[src/rtl/branch_resolver.sv]
// Execute-stage branch resolution: turns comparator result + prediction into a front-end redirect and flush.
// Latency: mispredict resolved in cycle N raises redirect_valid in N+1; execute reopens DRAIN_CYCLES+1 cycles after fetch accepts.
// Backpressure: redirect held stable until fetch_ready; ex_accept drops while redirecting/draining so upstream holds.
module branch_resolver #(
    parameter int unsigned DRAIN_CYCLES = 1,
    parameter int unsigned COUNT_WIDTH  = 16
) (
    input  logic                   clk,
    input  logic                   reset,
    input  logic                   ex_valid,
    input  logic                   is_branch,
    input  logic                   is_jump,
    input  logic                   cmp_out,
    input  logic                   invert,
    input  logic                   predicted_taken,
    input  logic [31:0]            pc,
    input  logic [31:0]            target,
    input  logic                   fetch_ready,
    output logic                   ex_accept,
    output logic                   redirect_valid,
    output logic [31:0]            redirect_pc,
    output logic                   flush,
    output logic                   misaligned_fault,
    output logic [COUNT_WIDTH-1:0] branch_count,
    output logic [COUNT_WIDTH-1:0] mispredict_count
);

    typedef enum logic [1:0] {
        IDLE     = 2'd0,
        REDIRECT = 2'd1,
        DRAIN    = 2'd2
    } state_t;

    localparam logic [3:0]             DRAIN_LOAD = 4'(DRAIN_CYCLES);
    localparam logic [COUNT_WIDTH-1:0] CNT_MAX    = '1;
    localparam logic [COUNT_WIDTH-1:0] CNT_ONE    = COUNT_WIDTH'(1);

    state_t      state;
    state_t      state_nxt;
    logic [3:0]  drain_cnt;
    logic [3:0]  drain_cnt_nxt;

    logic        taken;
    logic        resolving;
    logic        mispredict;
    logic        fault;
    logic        start_redirect;
    logic [31:0] correct_pc;

    // Branch outcome; cmp_out is only looked at for conditional branches so an X there cannot leak.
    always_comb begin
        taken = 1'b0;
        if (is_jump) begin
            taken = 1'b1;
        end else if (is_branch) begin
            taken = cmp_out ^ invert;
        end
    end

    assign resolving      = ex_valid & ex_accept & (is_branch | is_jump);
    assign mispredict     = taken != predicted_taken;
    assign fault          = resolving & taken & (target[1:0] != 2'b00);
    assign start_redirect = resolving & mispredict & ~fault;
    assign correct_pc     = taken ? target : pc + 32'd4;

    // Recovery FSM next-state and handshake outputs.
    always_comb begin
        state_nxt      = state;
        drain_cnt_nxt  = drain_cnt;
        ex_accept      = 1'b0;
        redirect_valid = 1'b0;
        flush          = 1'b0;
        case (state)
            IDLE: begin
                ex_accept = 1'b1;
                if (start_redirect) begin
                    state_nxt = REDIRECT;
                end
            end
            REDIRECT: begin
                redirect_valid = 1'b1;
                flush          = 1'b1;
                if (fetch_ready) begin
                    if (DRAIN_LOAD == 4'd0) begin
                        state_nxt = IDLE;
                    end else begin
                        state_nxt     = DRAIN;
                        drain_cnt_nxt = DRAIN_LOAD;
                    end
                end
            end
            DRAIN: begin
                flush = 1'b1;
                if (drain_cnt <= 4'd1) begin
                    state_nxt     = IDLE;
                    drain_cnt_nxt = 4'd0;
                end else begin
                    drain_cnt_nxt = drain_cnt - 4'd1;
                end
            end
            default: begin
                state_nxt = IDLE;
            end
        endcase
    end

    // FSM state and drain counter registers.
    always_ff @(posedge clk) begin
        if (reset) begin
            state     <= IDLE;
            drain_cnt <= 4'd0;
        end else begin
            state     <= state_nxt;
            drain_cnt <= drain_cnt_nxt;
        end
    end

    // Redirect target capture (held while waiting for fetch) and one-cycle fault pulse.
    always_ff @(posedge clk) begin
        if (reset) begin
            redirect_pc      <= 32'd0;
            misaligned_fault <= 1'b0;
        end else begin
            if (start_redirect) begin
                redirect_pc <= correct_pc;
            end
            misaligned_fault <= fault;
        end
    end

    // Saturating trace counters; mispredicts count only when a redirect is actually launched.
    always_ff @(posedge clk) begin
        if (reset) begin
            branch_count     <= '0;
            mispredict_count <= '0;
        end else begin
            if (resolving && branch_count != CNT_MAX) begin
                branch_count <= branch_count + CNT_ONE;
            end
            if (start_redirect && mispredict_count != CNT_MAX) begin
                mispredict_count <= mispredict_count + CNT_ONE;
            end
        end
    end

endmodule

[config.mk]
export PLATFORM = sky130hd
export DESIGN_NAME = branch_resolver
export DESIGN_NICKNAME = d
export VERILOG_FILES = /design/src/rtl/branch_resolver.sv
export SDC_FILE = /design/constraint.sdc
export NUM_CORES = 1
export LEC_CHECK = 0
export CAP_MARGIN = 15
export CELL_PAD_IN_SITES_DETAIL_PLACEMENT = 0
export CELL_PAD_IN_SITES_GLOBAL_PLACEMENT = 1
export CORE_UTILIZATION = 30
export DETAILED_ROUTE_END_ITERATION = 8
export DONT_BUFFER_PORTS = 1
export GPL_ROUTABILITY_DRIVEN = 0
export PLACE_DENSITY = 0.6
export SLEW_MARGIN = 10
export SYNTH_ARGS = -nofsm -noshare
export SYNTH_HDL_FRONTEND = slang
export SYNTH_SLANG_ARGS = --single-unit
[constraint.sdc]
create_clock -name clk -period 1.67 [get_ports clk]
set_input_delay 0.2505 -clock clk [delete_from_list [all_inputs] [get_ports clk]]
set_output_delay 0.2505 -clock clk [all_outputs]
set_load 0.005 [all_outputs]
==> impl_results.md, run 1 <==
- CP Buf/Inv Count: 1
- Routed len/inst: 17.7 um
- Rel. slew slack: 69.2%
- Site row count: 42
- Fmax: 0.542 GHz
- Die area: 0.0144 mm2
- Status: complete, but fails checks
- Boundary Pins: 141
- Yosys warnings: 0
- Final setup vio count: 44
- CTS buffer count: 9
- Max_cap viols: 0
- CTS tree: built
- Synth-to-layout area growth: 38.6%
- Core area: 0.0134 mm2
- Skew final: 4.23 ps
- Initial antenna violation count: 0
- DP Cell Count: 741
- # DRC: 0
- Largest net degree at the start of global routing: 82
- Setup ws final: -174 ps
- Actual slew at the worst max-slew pin: 458 ps
- Main flop type after synthesis: dfxtp_1
- Number of synthesized flops with an enable pin: 0
- Synth Instances: 507
- Power Dens Cells: 824 mW/mm2
- Lkg Pwr: 2.09 nW
- Vias in the first global route: 4,207
- Fin nets: 675
- Failing checks: negative hold slack, negative setup slack
- Syn nets: 589
- Sink Count: 71
- Clk Latency, worst-skew pair: 340 ps
- Max Transition Viols Final: 0
- Crit path required time: 1930 ps
- VDD IR max: 0.389 mV
- Cell Area, Synth: 0.00416 mm2
- First-pass GRT wire length: 21.7 mm
- Vias per cell: 5.37
- WL final: 13.6 mm
- Largest stage delay, worst path: 510 ps
- CP arrival: 2110 ps
- CP Launch Type: register
- Delay-heaviest family, CP: compound AO/OA/AOI/OAI gates
- Share of layout cells above drive strength 1: 34.6%
- Non-Filler Instances: 771
- Ys async rst share: 0%
- Tcrit/Tclk final: 110%
- CTS H-tree depth: 3
- ANT nets after route: 0
- Crit Path Class: register to register
- RSZ-0062 raised after global routing: yes
- Distinct cells, synth: 58
- Chip width: 120 um
- Starting density of the core: 31.1%
- Crit end category: register
- Final min period: 1840 ps
- Grt ovf: 0
- Routed vias: 4,141
- #FFs+latches synth: 71
- Worst-path cell chain: inv_2, ha_4, o211ai_1, a211o_2, or4_4, a21oi_2
- Finished Core Util: 43.1%
- Ant diodes: 0
- Commonest non-fill, non-tap cells in the layout: buf_4 (92), dfxtp_1 (55), nand2_1 (45), nor2_1 (39), a21oi_1 (27)
- Clk pin slew, worst setup/hold paths: 60 ps
- Hpwl dp: 9.56 mm
- Mean post-synth cell area: 8.21 um2
- # port buffers: 0
- Initial DRT Pass Iterations: 4
- Slowest cell on crit path: or4_4
- CTS max path bufs: 2
- DRT iter0 DRCs: 190
- Overall power: 4.75 mW
- GRT Total Usage: 19.1%
- Fill cell count: 1,361
- Commonest non-fill, non-tap cell in the layout: buf_4
- Sequential area share after synthesis: 34.1%
- Die Ht: 120 um
- Worst min path class: primary input to register
- Hold Slack: -14.7 ps
- Critical Path Fanout Max: 8
- Fin. Hold Viols: 14
- Clock Tree Root: clkbuf_16
stage by stage:
stage               setup TNS, ps  worst slack (ps)  hold slack [ps]  cell area, um2
finish                      -2510              -174            -14.7            5770
global route                -6670              -242            -26.0            5770
CTS                         -2180              -113            -28.2            5390
detailed placement          -3930              -181              332            5010
global placement            -2590              -180              329            5010
floorplan                    -486              -102              402            4240
flip-flops by register name (all words and copies together), names as in the netlist:
name and count:
misaligned_fault 1, redirect_pc 32, branch_count 16, state 2, drain_cnt 4, mispredict_count 16
synth_stat cells, drive strengths merged, types with 6 or more instances:
cell | count | area share (%)
xnor2 | 16 | 3.4
nand2 | 46 | 4.1
xor2 | 17 | 3.6
or3 | 6 | 0.90
nand3b | 6 | 1.1
o211ai | 6 | 1.1
nand3 | 23 | 2.8
ha | 9 | 2.7
and3 | 8 | 1.2
a211o | 15 | 3.2
dfxtp | 71 | 34
and4 | 14 | 2.9
nor2 | 45 | 4.1
a21oi | 38 | 4.6
o31ai | 10 | 1.8
inv | 13 | 1.2
or4 | 8 | 1.4
o22ai | 6 | 0.90
o21ai | 12 | 1.4
nand4 | 18 | 3.1
nor3 | 20 | 2.7
buf | 7 | 1.1
nor2b | 6 | 0.90
clkbuf | 24 | 2.2
metal layers:
metal | up-vias | routed length, um | track usage (%)
met5 | - | 0 | 0
met4 | 0 | 187 | 6.88
met3 | 12 | 889 | 5.94
met2 | 93 | 6450 | 31.8
met1 | 1993 | 6110 | 23.2
li1 | 2043 | - | -
repair_timing:
action | in CTS | in global routing
resized for setup | 19 | 80
setup endpoints to repair | 53 | 66
setup buffers | 8 | 9
cloned | 1 | 1
pin swaps | 4 | 24
endpoints found under the hold margin | 50 | 47
worst paths after layout:
path,start,endpoint,slack [ps],cells after the start
setup / recovery,state[0]$_SDFFE_PP0P_,mispredict_count[15]$_SDFFE_PP0P_,-170,6
hold / removal,reset,mispredict_count[14]$_SDFFE_PP0P_,-10,1
setup reg to reg,state[0]$_SDFFE_PP0P_,mispredict_count[15]$_SDFFE_PP0P_,-170,6
hold reg to reg,redirect_pc[7]$_SDFFE_PP0P_,redirect_pc[7]$_SDFFE_PP0P_,470,2
report_power, final:
group	total, mW	internal (mW)	switching [mW]
clock	1.73	1.02	0.711
sequential	1.87	1.79	0.0782
combinational	1.15	0.587	0.568
cells by family after synthesis:
logic type	Yosys count	synth area share, %
compound gates	115	18.7
xor+xnor	33	6.94
fa+ha+maj	9	2.70
buf+inv	44	4.39
flops	71	34.1
mux	9	2.31
simple gates	226	30.9
layout make-up:
class	instances	area [um2]	area share, %
clock buffers	11	243	4.21
clock inverters	2	10.0	0.173
inverters	13	48.8	0.846
multi-input cells	393	2940	50.9
flip-flops and latches	71	1440	25.0
well taps	176	220	3.82
repair buffers	105	871	15.1
(Power assumes the default switching activity.)
==> inputs of run 2 (changes only) <==
--- a/config.mk
+++ b/config.mk
@@ -6,13 +6,11 @@
 export NUM_CORES = 1
 export LEC_CHECK = 0
 export CAP_MARGIN = 15
-export CELL_PAD_IN_SITES_DETAIL_PLACEMENT = 0
-export CELL_PAD_IN_SITES_GLOBAL_PLACEMENT = 1
 export CORE_UTILIZATION = 30
 export DETAILED_ROUTE_END_ITERATION = 8
 export DONT_BUFFER_PORTS = 1
 export GPL_ROUTABILITY_DRIVEN = 0
-export PLACE_DENSITY = 0.6
+export PLACE_DENSITY = 0.47
 export SLEW_MARGIN = 10
 export SYNTH_ARGS = -nofsm -noshare
 export SYNTH_HDL_FRONTEND = slang
==> run 2 against run 1 <==
Effect of this change: the flow still finishes with violations (negative hold slack, negative setup slack); non-clock buffer count fell by 8; via count is 0.29% lower; clock skew is 0.60 ps higher.
==> impl_results.md, run 2 (synthesis results as in run 1) <==
- GRT Total Usage: 18.7% (was 19.1%)
- # DRC: 0 (unchanged)
- DP Cell Count: 736 (was 741)
- Vias in the first global route: 3,923 (was 4,207)
- Sum Neg Setup Slack: -923 ps (was -2510 ps)
- Crit end category: register (unchanged)
- Initial antenna violation count: 0 (unchanged)
- Status: complete, but fails checks (unchanged)
- Finished Core Util: 42.6% (was 43.1%)
- Rel. slew slack: 74.9% (was 69.2%)
- Die area: 0.0144 mm2 (unchanged)
- Hold depth: 1 (unchanged)
- Share of layout cells above drive strength 1: 31.6% (was 34.6%)
- Lkg Pwr: 2.03 nW (was 2.09 nW)
- Core area: 0.0134 mm2 (unchanged)
- Boundary Pins: 141 (unchanged)
- Die Ht: 120 um (unchanged)
- CP arrival: 2030 ps (was 2110 ps)
- Fmax: 0.555 GHz (was 0.542 GHz)
- Top flop regs: redirect_pc: 32 flops, branch_count: 16 flops, mispredict_count: 16 flops (unchanged)
- Power Dens Cells: 918 mW/mm2 (was 824 mW/mm2)
- Vias per cell: 5.40 (was 5.37)
- Commonest non-fill, non-tap cells in the layout: buf_4 (89), dfxtp_1 (65), nand2_1 (44), nor2_1 (38), a21oi_1 (29) (was buf_4 (92), dfxtp_1 (55), nand2_1 (45), nor2_1 (39), a21oi_1 (27))
- Hpwl dp: 9.52 mm (was 9.56 mm)
- Largest Register: redirect_pc (unchanged)
- Largest net degree at the start of global routing: 82 (unchanged)
- Ant diodes: 0 (unchanged)
- Commonest non-fill, non-tap cell in the layout: buf_4 (unchanged)
- Crit path required time: 1900 ps (was 1930 ps)
- CTS H-tree depth: 3 (unchanged)
- R2R Setup Slk: -130 ps (was -170 ps)
- Clk Latency, worst-skew pair: 340 ps (about the same)
- Worst-path cell chain: inv_2, ha_4, o211ai_1, a211o_2, buf_4, nor3_2, mux2_1 (was inv_2, ha_4, o211ai_1, a211o_2, or4_4, a21oi_2)
- Hold Slack: -19.6 ps (was -14.7 ps)
- Final setup vio count: 19 (was 44)
- Critical Path Fanout Max: 10 (was 8)
- Site row count: 42 (unchanged)
- DRT iter0 DRCs: 187 (was 190)
- Min-Delay Endpoint: drain_cnt[0]$_SDFFE_PP0P_ (was mispredict_count[14]$_SDFFE_PP0P_)
- Initial DRT Pass Iterations: 4 (unchanged)
- Largest stage delay, worst path: 410 ps (was 510 ps)
- Largest register FFs: 32 (unchanged)
- Max Transition Viols Final: 0 (unchanged)
- Fin. Hold Viols: 11 (was 14)
- Fin nets: 666 (was 675)
- CTS buffer count: 9 (unchanged)
- Slowest cell on crit path: a211o_2 (was or4_4)
- # port buffers: 0 (unchanged)
- Setup ws final: -131 ps (was -174 ps)
- ANT nets after route: 0 (unchanged)
- Worst R2R End: mispredict_count[13]$_SDFFE_PP0P_ (was mispredict_count[15]$_SDFFE_PP0P_)
- RSZ-0062 raised after global routing: yes (unchanged)
- Clk pin slew, worst setup/hold paths: 60 ps (about the same)
- Crit Path Class: register to register (unchanged)
- Tcrit/Tclk final: 108% (was 110%)
- Routed vias: 4,129 (was 4,141)
- Hold Startpoint: reset (unchanged)
- Clock Tree Root: clkbuf_16 (unchanged)
- Final min period: 1800 ps (was 1840 ps)
- Actual slew at the worst max-slew pin: 375 ps (was 458 ps)
- Chip width: 120 um (unchanged)
- WL final: 13.2 mm (was 13.6 mm)
- R2R depth: 7 (was 6)
- Failing checks: negative hold slack, negative setup slack (unchanged)
- Routed len/inst: 17.2 um (was 17.7 um)
- Pre-CTS WS: -198 ps (was -181 ps)
- Starting density of the core: 31.1% (unchanged)
- Non-Filler Instances: 765 (was 771)
- CTS tree: built (unchanged)
- CP Launch Type: register (unchanged)
- Synth-to-layout area growth: 37.2% (was 38.6%)
- VDD IR max: 0.429 mV (was 0.389 mV)
- First-pass GRT wire length: 20.8 mm (was 21.7 mm)
- CTS max path bufs: 2 (unchanged)
- Max_cap viols: 0 (unchanged)
- Grt ovf: 0 (unchanged)
- Skew final: 4.83 ps (was 4.23 ps)
- Sink Count: 71 (unchanged)
- Worst min path class: primary input to register (unchanged)
- Reg2reg start: state[0]$_SDFFE_PP0P_ (unchanged)
## run 2: cell types whose count changed in the layout (fill, tap and decap cells not counted), moves of 3 or more
cell	delta
bufinv_16	+3
dfxtp_1	+10
nor4b_2	+3
buf_6	-4
dfxtp_2	-10
a21oi_2	-3
nor4b_4	-3
nor3_2	+3
buf_4	-3
## run 2: worst max-delay path by stage
stage | start | depth (start not counted) | endpoint | slack [ps]
after floorplan | state[0]$_SDFFE_PP0P_ | 7 | mispredict_count[9]$_SDFFE_PP0P_ | -100
after global placement | invert | 5 | mispredict_count[15]$_SDFFE_PP0P_ | -180
after detailed placement | invert | 5 | mispredict_count[9]$_SDFFE_PP0P_ | -200
after CTS | state[0]$_SDFFE_PP0P_ | 6 | mispredict_count[14]$_SDFFE_PP0P_ | -100
after global routing | state[0]$_SDFFE_PP0P_ | 6 | mispredict_count[15]$_SDFFE_PP0P_ | -210
final | state[0]$_SDFFE_PP0P_ | 7 | mispredict_count[13]$_SDFFE_PP0P_ | -130
## run 2: critical path: cells and delay by family, from the launching register on
kind	cells	cell delay (ps)
DFF	1	320
buffers and inverters	2	240
muxes	1	320
adders and majority gates	1	140
and+or+nand+nor	1	100
AOI/OAI and AO/OA	2	560
## run 2: metal layers
layer,GRT usage [%],routed length (um),share of wire [%],vias to the layer above
met4,6.88,172,1.3,0
met1,23.7,5970,45,1985
met3,5.51,892,6.8,10
li1,-,-,-,2040
met2,29.8,6150,47,94
met5,0,0,0,-
## run 2: stage by stage
step	power, mW	hold slack [ps]	cell area [um2]
global placement	2.83	328	4980
floorplan	2.51	402	4240
CTS	5.22	-35.2	5480
global route	5.52	-38.8	5710
detailed placement	2.85	332	4980
finish	5.25	-19.6	5710
## run 2: what timing repair did
item,in CTS,in global routing
pin swaps,5,17
hold endpoints to repair,51,49
gates resized for setup,19,49
cloned,1,0
endpoints found under the setup margin,48,65
buffers inserted,6,8
## run 2: final cells by class
type	instances	area, um2
fillers	1377	7690
multi-input cells	392	2880
flip-flops and latches	71	1430
repair buffers	97	793
clock buffers	9	225
well taps	176	220
clock inverters	7	120
inverters	13	48.8
## run 2: power breakdown
group,switching [mW],total [mW],internal [mW]
Clock,0.799,2.26,1.46
Combinational,0.537,1.10,0.562
Sequential,0.0881,1.88,1.80
